$ cat config.mk
export PLATFORM = sky130hd
export DESIGN_NAME = stream_comparator
export DESIGN_NICKNAME = d
export VERILOG_FILES = /design/src/rtl/stream_cmp_pkg.sv /design/src/rtl/word_compare.sv /design/src/rtl/stream_comparator.sv
export SDC_FILE = /design/constraint.sdc
export NUM_CORES = 1
export LEC_CHECK = 0
export ABC_AREA = 0
export BUFFER_PORTS_ARGS = -buffer_cell sky130_fd_sc_hd__buf_4
export CORE_MARGIN = 2
export CORE_UTILIZATION = 49
export DETAILED_ROUTE_END_ITERATION = 16
export PLACE_DENSITY = 0.79
export SETUP_SLACK_MARGIN = 0.05
export SLEW_MARGIN = 40
export SYNTH_ARGS = -nofsm -noshare
export SYNTH_HDL_FRONTEND = slang
export SYNTH_SLANG_ARGS = --single-unit
$ cat constraint.sdc
create_clock -name clk -period 2.1 [get_ports clk]
set_input_delay 0.21 -clock clk [delete_from_list [all_inputs] [get_ports clk]]
set_output_delay 0.21 -clock clk [all_outputs]
set_load 0.1 [all_outputs]
$ cat src/rtl/stream_cmp_pkg.sv
// Shared types and helpers for the stream comparator: match modes, FSM
// states and the mode-to-match mapping applied to the raw compare flags.
package stream_cmp_pkg;

  typedef enum logic [1:0] {
    CMP_EQ = 2'b00,
    CMP_NE = 2'b01,
    CMP_LT = 2'b10,
    CMP_GT = 2'b11
  } cmp_mode_t;

  typedef enum logic [1:0] {
    ST_IDLE = 2'b00,
    ST_RUN  = 2'b01,
    ST_DONE = 2'b10
  } cmp_state_t;

  // Reduce the three raw compare flags to a single match bit for the mode.
  function automatic logic mode_match(cmp_mode_t mode, logic eq, logic lt, logic gt);
    logic m;
    case (mode)
      CMP_EQ:  m = eq;
      CMP_NE:  m = ~eq;
      CMP_LT:  m = lt;
      default: m = gt;
    endcase
    return m;
  endfunction

endpackage

$ cat src/rtl/word_compare.sv
// Combinational unsigned magnitude compare of two WIDTH-bit words.
// Exactly one of eq/lt/gt is high for any input pair.
module word_compare #(
  parameter int WIDTH = 4
) (
  input  logic [WIDTH-1:0] a,
  input  logic [WIDTH-1:0] b,
  output logic             eq,
  output logic             lt,
  output logic             gt
);

  assign eq = (a == b);
  assign lt = (a < b);
  assign gt = (a > b);

endmodule

$ cat src/rtl/stream_comparator.sv
// Streaming word-pair comparator. Consumes len pairs from two valid-gated
// streams, registers per-pair compare results, keeps a saturating mismatch
// count plus the index of the first mismatch, and pulses done with a pass
// verdict at the end of the run.
module stream_comparator #(
  parameter int WIDTH = 4,
  parameter int LEN_W = 8,
  parameter int CNT_W = 8
) (
  input  logic             clk,
  input  logic             rst_n,
  input  logic             start,
  input  logic [1:0]       mode,
  input  logic [LEN_W-1:0] len,
  input  logic             a_valid,
  input  logic [WIDTH-1:0] a_data,
  input  logic             b_valid,
  input  logic [WIDTH-1:0] b_data,
  output logic             in_ready,
  output logic             res_valid,
  output logic             res_match,
  output logic             res_eq,
  output logic             res_lt,
  output logic             res_gt,
  output logic             busy,
  output logic             done,
  output logic             pass,
  output logic [CNT_W-1:0] mismatch_cnt,
  output logic [LEN_W-1:0] first_mm_idx
);

  import stream_cmp_pkg::*;

  localparam logic [CNT_W-1:0] CNT_MAX = '1;

  cmp_state_t       state_q, state_d;
  cmp_mode_t        mode_q, mode_d;
  logic [LEN_W-1:0] len_q, len_d;
  logic [LEN_W-1:0] idx_q, idx_d;
  logic [LEN_W-1:0] first_q, first_d;
  logic [CNT_W-1:0] cnt_q, cnt_d;
  logic             pass_q, pass_d;
  logic             rvld_q, rvld_d;
  logic             rmatch_q, rmatch_d;
  logic             req_q, req_d;
  logic             rlt_q, rlt_d;
  logic             rgt_q, rgt_d;

  logic             cmp_eq, cmp_lt, cmp_gt;
  logic             pair_match;
  logic             beat;
  logic             last_beat;

  word_compare #(.WIDTH(WIDTH)) u_cmp (
    .a  (a_data),
    .b  (b_data),
    .eq (cmp_eq),
    .lt (cmp_lt),
    .gt (cmp_gt)
  );

  assign pair_match = mode_match(mode_q, cmp_eq, cmp_lt, cmp_gt);
  assign beat       = a_valid & b_valid & in_ready;
  // idx counts accepted pairs, so the pair at idx == len-1 closes the run.
  assign last_beat  = beat && (idx_q == (len_q - LEN_W'(1)));

  // FSM state register.
  always_ff @(posedge clk or negedge rst_n) begin
    if (!rst_n) state_q <= ST_IDLE;
    else        state_q <= state_d;
  end

  // FSM next state: a zero-length run skips RUN and finishes immediately.
  always_comb begin
    state_d = state_q;
    case (state_q)
      ST_IDLE: if (start) state_d = (len == '0) ? ST_DONE : ST_RUN;
      ST_RUN:  if (last_beat) state_d = ST_DONE;
      ST_DONE: state_d = ST_IDLE;
      default: state_d = ST_IDLE;
    endcase
  end

  // FSM outputs, decoded from the current state only.
  always_comb begin
    in_ready = 1'b0;
    busy     = 1'b0;
    done     = 1'b0;
    case (state_q)
      ST_RUN:  begin in_ready = 1'b1; busy = 1'b1; end
      ST_DONE: done = 1'b1;
      default: ;
    endcase
  end

  // Datapath next state: run setup on start, result capture and counting per beat.
  always_comb begin
    mode_d   = mode_q;
    len_d    = len_q;
    idx_d    = idx_q;
    cnt_d    = cnt_q;
    first_d  = first_q;
    pass_d   = pass_q;
    rvld_d   = beat;
    rmatch_d = rmatch_q;
    req_d    = req_q;
    rlt_d    = rlt_q;
    rgt_d    = rgt_q;

    if ((state_q == ST_IDLE) && start) begin
      mode_d  = cmp_mode_t'(mode);
      len_d   = len;
      idx_d   = '0;
      cnt_d   = '0;
      first_d = '0;
      pass_d  = (len == '0);
    end

    if (beat) begin
      rmatch_d = pair_match;
      req_d    = cmp_eq;
      rlt_d    = cmp_lt;
      rgt_d    = cmp_gt;
      idx_d    = idx_q + LEN_W'(1);
      if (!pair_match) begin
        if (cnt_q != CNT_MAX) cnt_d = cnt_q + CNT_W'(1);
        // The counter saturates rather than wraps, so zero means no mismatch yet.
        if (cnt_q == '0) first_d = idx_q;
      end
      // Verdict is registered with the last beat so it is visible alongside done.
      if (last_beat) pass_d = pair_match && (cnt_q == '0);
    end
  end

  // Datapath registers.
  always_ff @(posedge clk or negedge rst_n) begin
    if (!rst_n) begin
      mode_q   <= CMP_EQ;
      len_q    <= '0;
      idx_q    <= '0;
      cnt_q    <= '0;
      first_q  <= '0;
      pass_q   <= 1'b0;
      rvld_q   <= 1'b0;
      rmatch_q <= 1'b0;
      req_q    <= 1'b0;
      rlt_q    <= 1'b0;
      rgt_q    <= 1'b0;
    end else begin
      mode_q   <= mode_d;
      len_q    <= len_d;
      idx_q    <= idx_d;
      cnt_q    <= cnt_d;
      first_q  <= first_d;
      pass_q   <= pass_d;
      rvld_q   <= rvld_d;
      rmatch_q <= rmatch_d;
      req_q    <= req_d;
      rlt_q    <= rlt_d;
      rgt_q    <= rgt_d;
    end
  end

  assign res_valid    = rvld_q;
  assign res_match    = rmatch_q;
  assign res_eq       = req_q;
  assign res_lt       = rlt_q;
  assign res_gt       = rgt_q;
  assign pass         = pass_q;
  assign mismatch_cnt = cnt_q;
  assign first_mm_idx = first_q;

endmodule

======== After elaboration in Yosys (flattened, before gate mapping) ========
Cells that the tools add are included.
cells by class
  add/sub/neg operators ................... 3
  magnitude comparators ................... 2
  equal/unequal tests ..................... 9
  mux-type cells .......................... 20
  bitwise operators ....................... 3
  reduce and logical (&&, ||, !) cells .... 9
operators by type and width
  kind                                                                   count
  8-bit two-way mux                                                      10
  8-bit by 1-bit adder with 8-bit output, second input constant          2
  8-bit logical NOT                                                      2
  8-bit equality test                                                    1
  8-bit != test, second input constant                                   1
  8-bit by 1-bit subtractor with 8-bit output, second input constant     1
  2-bit two-way mux                                                      3
  1-bit two-way mux                                                      5
  2-bit by 1-bit equality test with 1-bit output, second input constant  2
  2-bit equality test, second input constant                             2
  4-bit equality test                                                    1
  4-bit > comparator                                                     1
  2-bit logical NOT                                                      2
  4-bit < comparator                                                     1
  2-bit != test, second input constant                                   2
  2-bit case mux with 2 select lines                                     1
  1-bit logical AND                                                      3
  1-bit case mux with 3 select lines                                     1
  1-bit AND                                                              2
  2-bit AND reduction                                                    1
  2-bit nonzero test                                                     1
  1-bit inverter                                                         1
word-level totals
  register bits ........................... 42
  input bits .............................. 23

======== Longest topological paths before layout ========
Gate-level depths: netlist (run 1).
  word-level depth ........................ 6
  mapped depth ............................ 9

======== Cells and area by module ========
Synthesis (run 1) repeated with hierarchy kept, for this count alone.
unflattened totals
  cell total of the unflattened synthesis .. 256
  area, all modules ....................... 2,343.5 µm²
modules (own cells, without submodules)
  module             times used  cells each  area an instance (µm²)  sequential area each (µm²)
  stream_comparator  1           240         2,214.6                 1,051.0
  word_compare       1           16          128.9                   0.0

======== Worst setup path before layout (run 1) ========
OpenSTA, ideal clock, no wires.
  kind .................................... reg-to-reg
  start point ............................. register state_q[1]
  end point ............................... register pass_q (netlist: pass)
  library setup time ...................... 125 ps
  arrival time ............................ 2,206 ps
  path slack .............................. -231 ps
  cell stages (with the launch flop) ...... 7
  path buffers ............................ 0
  clock period less this slack ............ 2,331 ps
  cells stage by stage .................... dfrtp_1 nor2b_4 nand3_4 clkinv_1 nand4_1 or4_4 mux2_4
between the ends
  longest elaborated chain between the ends .. 6
RTL lines
  what                                                line                      RTL
  start: declaration                                  stream_comparator.sv:36   cmp_state_t state_q, state_d;
  start signal: assignment                            stream_comparator.sv:70   else state_q <= state_d;
  2-bit by 1-bit equality test with 1-bit output (*)  n/a
  1-bit two-way mux (*)                               n/a
  named net busy                                      stream_comparator.sv:25   output logic busy,
  1-bit AND (*)                                       stream_comparator.sv:63   assign beat = a_valid & b_valid & in_ready;
  named net beat                                      stream_comparator.sv:51   logic beat;
  1-bit logical AND                                   stream_comparator.sv:65   assign last_beat = beat && (idx_q == (len_q - LEN_W'(1)));
  1-bit two-way mux                                   stream_comparator.sv:131  if (last_beat) pass_d = pair_match && (cnt_q == '0);
  1-bit two-way mux (*)                               stream_comparator.sv:119  if (beat) begin
  named net pass_d                                    stream_comparator.sv:42   logic pass_q, pass_d;
  end signal: assignment                              stream_comparator.sv:155  pass_q <= pass_d;
  end: declaration                                    stream_comparator.sv:42
Mark *: on every way through the listed nets, which the timed path passes. The rest lies on a longest branch.
A chain may end at the register's enable or synchronous reset.

======== Final worst setup path (run 1) ========
  start point ............................. register len_q[0]
  end point ............................... register pass_q (netlist: pass)
between the ends
  longest elaborated chain between the ends .. 5
RTL lines
  what                                         line                      RTL
  start: declaration                           stream_comparator.sv:38   logic [LEN_W-1:0] len_q, len_d;
  start signal: assignment                     stream_comparator.sv:151  len_q <= len_d;
  8-bit by 1-bit subtractor with 8-bit output  stream_comparator.sv:65
  8-bit equality test                          stream_comparator.sv:65
  1-bit logical AND                            stream_comparator.sv:65
  1-bit two-way mux                            stream_comparator.sv:131
  1-bit two-way mux                            stream_comparator.sv:119
  named net pass_d                             stream_comparator.sv:42
The timed path passes the listed nets, and every way through them passes these cells.

==> results.cfg, run 1 <==
[critical_path]
start_kind = flop
r2r-start = len_q[0]
cp_slowest_stage_delay_ns = 0.53
cp_cell_sequence = buf_6, nor4b_4, a21oi_2, a2bb2oi_1, or4_4, mux2_4
crit_cells = 6
r2r_slack_ns = 0.05
path_buf_inv = 1
cpMaxStageDelayCell = or4_4
startpoint = len_q[0]
cp_top_family = simple AND/OR/NAND/NOR gates
crit_type = flop to flop
cp_max_fo = 3
critical_path_required_ns = 2.29
cp-endpoint = pass
crit_path_end_kind = flop
critPathArrivalTime_ns = 2.23
regToRegEndpoint = pass
r2r_cells = 6

[yosys]
synthArstFlopShare = 1.00
syn_inst = 251
ys_types = 50
ys_ff_latch = 42
synth_compound_area_frac = 0.117
synth_ff_type = dfrtp_1
yosysSeqAreaShare = 0.450
avgSynthCellArea_sq_um = 9.31
yosys.area_share.simple = 0.261
synth_xor_area_frac = 0.0370
synth_edf_count = 0
synth.area.mux_share = 0.0503
synth_fa_ha_area_frac = 0.0428
synthesis.nets = 282
netlist_area_sq_um = 2340
yosys_warnings = 0
synth_top_family_by_area = simple AND/OR/NAND/NOR gates

[timing]
slew_viol_final = 0
hold_viol = 0
rsz0062_at_grt = true
timing.fmax_mhz = 488
setup_violations = 0
worst_pin_slew_ns = 0.540
fin_crit_ns = 2.05
slew-limit-headroom = 0.640
clock_skew_ns = 0.00390
period_share = 0.975

[pwr]
irDropWorstVdd_uv = 934
total_power_uw = 3980
total_leakage_power_uw = 0.00150
powerDensity_nw_per_um2 = 1340

[layout]
multi_input_area_sq_um = 1200
fin_util = 0.638
final_cell_mix = 58 x buf_4, 54 x nand2_1, 38 x dfrtp_1, 14 x inv_1, 13 x nor2_1
final_common_cell = buf_4
syn_to_final_growth_pct = 27.3
n_antenna_cell = 0
layout.nets = 343
fillCellCount = 398
drive_gt1_frac = 0.288
ff_latch_area_sq_um = 1060

[die]
rows = 25
ios = 48
dieWidth_um = 73.0
die_y_um = 73.0
core_area_sq_um = 4660
die_area_sq_um = 5340
start_util = 0.501

[clock_tree]
cts_num_sinks = 42
cts.clk_slew.worst_paths_ns = 0.08
tritoncts = done
cts-root-buf = clkbuf_8
cts_buffers = 5
clk_path_buf_depth = 2
cts_htree_levels = 2
clk_latency_ns = 0.30

[place]
hpwlAfterDp_um = 3770
gp_congestion = 0.914
io_buffers = 47

[grt]
grt-busiest-layer = met2
grt_use_met3 = 0.0401
use_met2 = 0.339
grt_max_degree = 43
use_met1 = 0.302
grt_pass1_vias = 1981
antenna_found_initial = 0
gr-usage-all-layers = 0.216
grt_first_pass_wirelength_um = 8990
overflow = 0

[flow_run]
max-cap-violations = 0

[route]
vias = 1985
firstDrtPassIters = 4
routed_via_density = 5.41
final_antenna_net_count = 0
drt-wirelength-per-cell_um = 14.3
drt_iter0_drc = 105
drc = 0
routed_wl_um = 5250

[run_status]
outcome = finished clean

[worst_hold_path]
hold_path_class = input pin to flop
worst min-delay path: cells and delay by family:
family	cells	cell delay, ns
buffers and inverters	1	0.08
and+or+nand+nor	2	0.08
through the flow:
step           instances  hold WS, ns  TNS [ns]  area, sq um  worst slack, ns
3_5_place_dp         356        0.235   -0.0305         2830          -0.0173
6_report             367        0.105         0         2970           0.0526
2_1_floorplan        251      -0.0856    -0.211         2350           -0.188
4_1_cts              365       0.0999         0         2950           0.0554
3_3_place_gp         356        0.224         0         2830           0.0194
5_1_grt              367        0.112   -0.0707         2970          -0.0498
area by class of cell:
type / count / share of cell area
clock buffers: 6 / 0.0278
clock inverters: 2 / 0.00421
inverters: 17 / 0.0231
multi-input cells: 184 / 0.403
flip-flops and latches: 42 / 0.355
well taps: 54 / 0.0227
repair buffers: 62 / 0.164
power breakdown:
part           total (uW)  leakage [uW]  switching [uW]  internal, uW
logic                2170      0.000906            1430           741
clock network         549     0.0000472             285           264
registers            1270      0.000547             242          1030
worst min-delay path by stage:
stage | from | cells after the start | endpoint | slack [ns]
2_1_floorplan | rst_n | 0 | first_mm_idx[0] | -0.09
3_3_place_gp | rst_n | 1 | mismatch_cnt[4] | 0.22
3_5_place_dp | rst_n | 1 | mode_q[0] | 0.23
4_1_cts | len[5] | 3 | len_q[5] | 0.1
5_1_grt | mode[1] | 3 | mode_q[1] | 0.11
6_report | mode[0] | 3 | mode_q[0] | 0.10
synth_stat cells (2+ instances only):
cell type | n | area share
nand2b_1 | 5 | 0.013
clkbuf_1 | 6 | 0.0096
and3_1 | 4 | 0.011
nor2_1 | 13 | 0.021
ha_1 | 8 | 0.043
nand3_1 | 12 | 0.026
mux2i_1 | 8 | 0.034
nor3_1 | 8 | 0.017
dfrtp_1 | 42 | 0.45
and2_1 | 4 | 0.011
nand3b_1 | 3 | 0.0096
nor2b_1 | 2 | 0.0054
nand2_1 | 54 | 0.087
nand4_1 | 3 | 0.0080
a22o_1 | 2 | 0.0075
or4_1 | 2 | 0.0064
o21ai_1 | 5 | 0.011
a21oi_2 | 2 | 0.0075
a21o_1 | 2 | 0.0064
a221o_1 | 4 | 0.017
o21ai_0 | 9 | 0.019
xor2_1 | 5 | 0.019
mux2_2 | 2 | 0.0096
o211ai_1 | 2 | 0.0064
inv_1 | 16 | 0.026
xnor2_1 | 3 | 0.011
a21oi_1 | 2 | 0.0043
cell families (layout without fill, tap and decap cells):
family                     count (synthesis)  in the layout
muxes                                     11             11
and+or+nand+nor                          119            119
adders and majority gates                  8              8
DFF                                       42             42
xor gates and xnor gates                   9              9
AOI/OAI and AO/OA                         37             37
buffers and inverters                     25             87
metal layers:
layer / wire length [um] / part of all wire
met2: 2480 / 0.47
met4: 89 / 0.017
met3: 232 / 0.044
met5: 0 / 0
met1: 2450 / 0.47
what timing repair did:
| action | in CTS | in global routing |
|---|---|---|
| endpoints found under the setup margin | 1 | 1 |
| buffers inserted | 0 | 2 |
| hold buffers | 1 | 0 |
| endpoints found under the hold margin | 42 | 0 |
| pin swaps | 2 | 3 |
| gates resized for setup | 2 | 4 |
state kept, by name, summed over array words and instances (netlist names):
| signal | count |
|---|---|
| first_mm_idx | 8 |
| res_match | 1 |
| res_valid | 1 |
| res_gt | 1 |
| pass | 1 |
| len_q | 8 |
| mode_q | 2 |
| res_lt | 1 |
| idx_q | 8 |
| res_eq | 1 |
| state_q | 2 |
| mismatch_cnt | 8 |
(Power assumes the default switching activity.)
==> run 2: changes to the inputs <==
RECOVER_POWER = 25   (was unset)
==> run 2 against run 1 <==
  * Sequential power hardly changed
  * Cell area is 0.34% lower
  * Combinational power hardly changed
  * Largest power group unchanged
  * Largest cell class unchanged
  * Sequential share of layout area is 0.12 points higher
  * Fmax hardly changed
  * Utilization is 0.21 points lower
  * Critical path depth is 2 higher
  * Hold slack worse by 0.00095 ns
  * First-iteration DRC count is 30% higher
  * Global-route usage stayed put
==> results.cfg, run 2 (synthesis results as in run 1) <==
[critical_path]
critical_path_required_ns = 2.29
critPathArrivalTime_ns = 2.23
start_kind = flop
crit_type = flop to flop
crit_path_end_kind = flop
cp_max_fo = 5

[worst_hold_path]
hold_path_class = input pin to flop

[die]
die_y_um = 73.0
dieWidth_um = 73.0
rows = 25
start_util = 0.501
ios = 48
die_area_sq_um = 5340
core_area_sq_um = 4660

[timing]
timing.fmax_mhz = 489
rsz0062_at_grt = true
clock_skew_ns = 0.00444
whs_ns = 0.104
tns_ns = 0
hold_viol = 0
slew_viol_final = 0
slew-limit-headroom = 0.304
worst_pin_slew_ns = 1.04
period_share = 0.975
fin_crit_ns = 2.05
setup_violations = 0

[route]
drt_iter0_drc = 137
vias = 1996
drc = 0
drt-wirelength-per-cell_um = 14.3
routed_wl_um = 5250
routed_via_density = 5.44
final_antenna_net_count = 0
firstDrtPassIters = 4

[clock_tree]
cts_num_sinks = 42
clk_latency_ns = 0.30
cts_htree_levels = 2
clk_path_buf_depth = 2
cts-root-buf = clkbuf_8
cts.clk_slew.worst_paths_ns = 0.08
tritoncts = done
cts_buffers = 5

[layout]
fillCellCount = 401
syn_to_final_growth_pct = 26.9
fin_area_sq_um = 2960
fin_util = 0.636
final_common_cell = buf_4
n_antenna_cell = 0
layout.nets = 343
final_cell_mix = 57 x buf_4, 54 x nand2_1, 38 x dfrtp_1, 14 x inv_1, 13 x nor2_1
drive_gt1_frac = 0.284

[place]
place_area_sq_um = 2830
hpwlAfterDp_um = 3770
io_buffers = 47
gp_congestion = 0.914

[flow_run]
max-cap-violations = 0

[grt]
gr-usage-all-layers = 0.216
use_met1 = 0.302
overflow = 0
grt_pass1_vias = 1981
grt_use_met3 = 0.0401
use_met2 = 0.339
antenna_found_initial = 0
grt_max_degree = 43
grt-busiest-layer = met2
grt_first_pass_wirelength_um = 8990

[pwr]
irDropWorstVdd_uv = 923
total_power_uw = 3970
powerDensity_nw_per_um2 = 1340
total_leakage_power_uw = 0.00149

[run_status]
outcome = finished clean
run 2: metrics by stage:
stage,setup WS (ns),std cells
after floorplan,-0.188,251
after detailed placement,-0.0173,356
after CTS,0.0554,365
after global placement,0.0194,356
final,0.0535,367
after global routing,-0.0498,367
run 2: critical path, cell delays in order (launching register included):
cell,delay [ns]
dfrtp_1,0.41
inv_2,0.09
ha_4,0.16
nand2b_1,0.13
a21oi_1,0.08
a311oi_1,0.25
a41oi_1,0.07
or4_4,0.44
mux2_4,0.30
run 2: cell type report:
type                    count  area, sq um  area share
repair buffers             62          485       0.164
multi-input cells         184         1190       0.402
well taps                  54         67.6      0.0228
inverters                  17         68.8      0.0232
flip-flops and latches     42         1060       0.356
clock inverters             2         12.5     0.00422
clock buffers               6         82.6      0.0279
run 2: what timing repair did:
item / CTS / global route
pin swaps: 2 / 3
gates resized for setup: 2 / 4
endpoints found under the hold margin: 42 / 0
hold buffers: 1 / 0
endpoints found under the setup margin: 1 / 1
setup buffers: 0 / 2
run 2: worst paths after layout:
kind	from	endpoint	slack, ns	depth (start not counted)
setup reg to reg	len_q[0]	pass	0.05	8
min in group asynchronous	rst_n	mismatch_cnt[1]	0.63	2
setup / recovery	len_q[0]	pass	0.05	8
max in group asynchronous	rst_n	mismatch_cnt[2]	0.77	2
hold reg to reg	res_eq	res_eq	0.49	2
hold / removal	mode[0]	mode_q[0]	0.10	3
run 2: layer usage:
layer	vias up	part of all wire
met5	-	0
met4	0	0.017
met3	7	0.055
met2	66	0.48
met1	943	0.45
li1	980	-
run 2: power breakdown:
| group | switching (uW) | total, uW | internal [uW] |
|---|---|---|---|
| Clock | 285 | 549 | 264 |
| Sequential | 239 | 1270 | 1030 |
| Combinational | 1430 | 2160 | 732 |
==> run 3: changes to the inputs <==
ABC_AREA = 1   (was 0)
CORE_UTILIZATION = 50   (was 49)
PLACE_DENSITY = 0.8   (was 0.79)
==> run 3 against run 2 <==
  * Sequential cell count did not move
  * First-iteration DRC count is 10% lower
  * Largest cell class unchanged
  * Clock power up 8.7%
  * Register-to-register slack better by 0.35 ns
  * Cell area increased by 5.6%
  * Sequential share of layout area fell by 2.0 points
  * Fmax increased by 21%
  * Worst setup slack improved by 0.35 ns
  * Hold slack improved by 0.015 ns
==> results.cfg, run 3 <==
[route]
final_antenna_net_count = 0
drc = 0
firstDrtPassIters = 4
drt-wirelength-per-cell_um = 11.1
routed_via_density = 4.85
routed_wl_um = 5410
drt_iter0_drc = 123
vias = 2373

[pwr]
total_leakage_power_uw = 0.00168
irDropWorstVdd_uv = 619
powerDensity_nw_per_um2 = 1250

[critical_path]
crit_type = flop to flop
start_kind = flop
crit_top_cell = nand2_1
cp_slowest_stage_delay_ns = 0.39
cpMaxStageDelayCell = dfrtp_2
path_buf_inv = 0
crit_path_end_kind = flop
critPathArrivalTime_ns = 1.88
critical_path_required_ns = 2.29
r2r_slack_ns = 0.41
cp_max_fo = 6
cp_cell_sequence = ha_1, nand2_1, nor2_1, nand4_1, nand3_1, nand2_1, nand2_1, nand2_1, nand2_1, nand2_1
cp_top_family = simple AND/OR/NAND/NOR gates

[layout]
layout.nets = 449
n_antenna_cell = 0
syn_to_final_growth_pct = 22.2
drive_gt1_frac = 0.186
final_cell_mix = 118 x nand2_1, 53 x buf_4, 51 x inv_1, 50 x nor2_1, 40 x dfrtp_1
final_cells = 489
final_common_cell = nand2_1
fillCellCount = 492

[clock_tree]
tritoncts = done
cts-root-buf = clkbuf_8
cts-resized-gates = 0
cts_num_sinks = 42
cts_htree_levels = 2
hold_buffers = 1
clk_latency_ns = 0.29
cts_buffers = 5
cts_setup_buffers = 0
clk_path_buf_depth = 2
cts.clk_slew.worst_paths_ns = 0.08

[yosys]
synth_edf_count = 0
yosysMostFrequentCell = nand2_1
syn_inst = 364
ys_ff_latch = 42
yosysTopAreaCellShare = 0.410
ys_types = 30
synth_ff_type = dfrtp_1
synthesis.nets = 395
yosys-top-cells-area = dfrtp_1 41%, nand2_1 17%, inv_1 7.5%, nor2_1 7.3%, ha_1 3.9%
yosys_warnings = 0
netlist_area_sq_um = 2560
synthArstFlopShare = 1.00
avgSynthCellArea_sq_um = 7.04
synth_top_cell_by_area = dfrtp_1
synth_commonest_cells = 118 x nand2_1, 51 x inv_1, 50 x nor2_1, 42 x dfrtp_1, 19 x o21ai_0
yosysSeqAreaShare = 0.410

[die]
ios = 48
core_area_sq_um = 5010
die_area_sq_um = 5710
rows = 26
start_util = 0.511
dieWidth_um = 75.6
die_y_um = 75.6

[timing]
fin_crit_ns = 1.69
rsz0062_at_grt = false
worst_pin_slew_ns = 1.03
slew-limit-headroom = 0.311
timing.fmax_mhz = 591
hold_viol = 0
setup_violations = 0
clock_skew_ns = 0.00461
slew_viol_final = 0
period_share = 0.806
tns_ns = 0

[flow_run]
max-cap-violations = 0

[grt]
overflow = 0
grt_max_degree = 43
grt_first_pass_wirelength_um = 9250
gr-usage-all-layers = 0.211
antenna_found_initial = 0
grt_pass1_vias = 2152

[place]
hpwlAfterDp_um = 4160
gp_congestion = 0.954
placedCellCount = 480
io_buffers = 47

[run_status]
outcome = finished clean

[worst_hold_path]
hold_path_class = input pin to flop
[run 3: cells by family after synthesis]
family,Yosys count,share of synthesized area
simple gates,215,0.361
buf+inv,62,0.0967
flops,42,0.410
compound gates,30,0.0689
fa+ha+maj,8,0.0391
xor+xnor,7,0.0239
[run 3: cell type report]
| cell class | count | area [sq um] | area share |
|---|---|---|---|
| multi-input cells | 260 | 1260 | 0.403 |
| inverters | 54 | 204 | 0.0651 |
| repair buffers | 55 | 413 | 0.132 |
| flip-flops and latches | 42 | 1050 | 0.337 |
| clock buffers | 8 | 110 | 0.0352 |
| well taps | 70 | 87.6 | 0.0280 |
[run 3: stage by stage]
step	setup WS (ns)	util	power [uW]	hold WS [ns]	area, sq um
5_1_grt	0.226	0.625	4180	0.120	3130
3_3_place_gp	0.358	0.601	3270	0.221	3010
4_1_cts	0.421	0.625	3920	0.113	3130
6_report	0.407	0.625	3900	0.119	3130
3_5_place_dp	0.306	0.601	3320	0.227	3010
2_1_floorplan	0.114	-	2870	-0.0856	2560
[run 3: final timing paths]
path | to | depth (start not counted) | startpoint
worst max-delay path | mismatch_cnt[5] | 10 | mismatch_cnt[1]
worst min-delay path | mode_q[0] | 3 | mode[0]
worst max register to register | mismatch_cnt[5] | 10 | mismatch_cnt[1]
worst min register to register | res_lt | 2 | res_lt
max in group asynchronous | mismatch_cnt[1] | 2 | rst_n
min in group asynchronous | res_valid | 2 | rst_n
[run 3: where the power goes]
group | total [uW] | switching [uW] | internal, uW | leakage [uW]
registers | 1190 | 182 | 1010 | 0.000552
logic | 2110 | 1560 | 554 | 0.00108
clock network | 597 | 265 | 332 | 0.0000575
[run 3: worst reg2reg max path, delay by kind of cell (launching register included)]
family | cells | cell delay [ns]
adder cells (fa/ha/maj) | 1 | 0.19
flip-flops | 1 | 0.39
AND/OR/NAND/NOR | 9 | 1.01
[run 3: per-layer routing]
metal  wire (um)  share of wire  GRT usage  up-vias
met5           0              0          0        -
met4          78          0.014     0.0760        0
met3         237          0.044     0.0357        7
met2        2560           0.47      0.355       62
met1        2540           0.47      0.276     1055
li1            -              -          -     1249
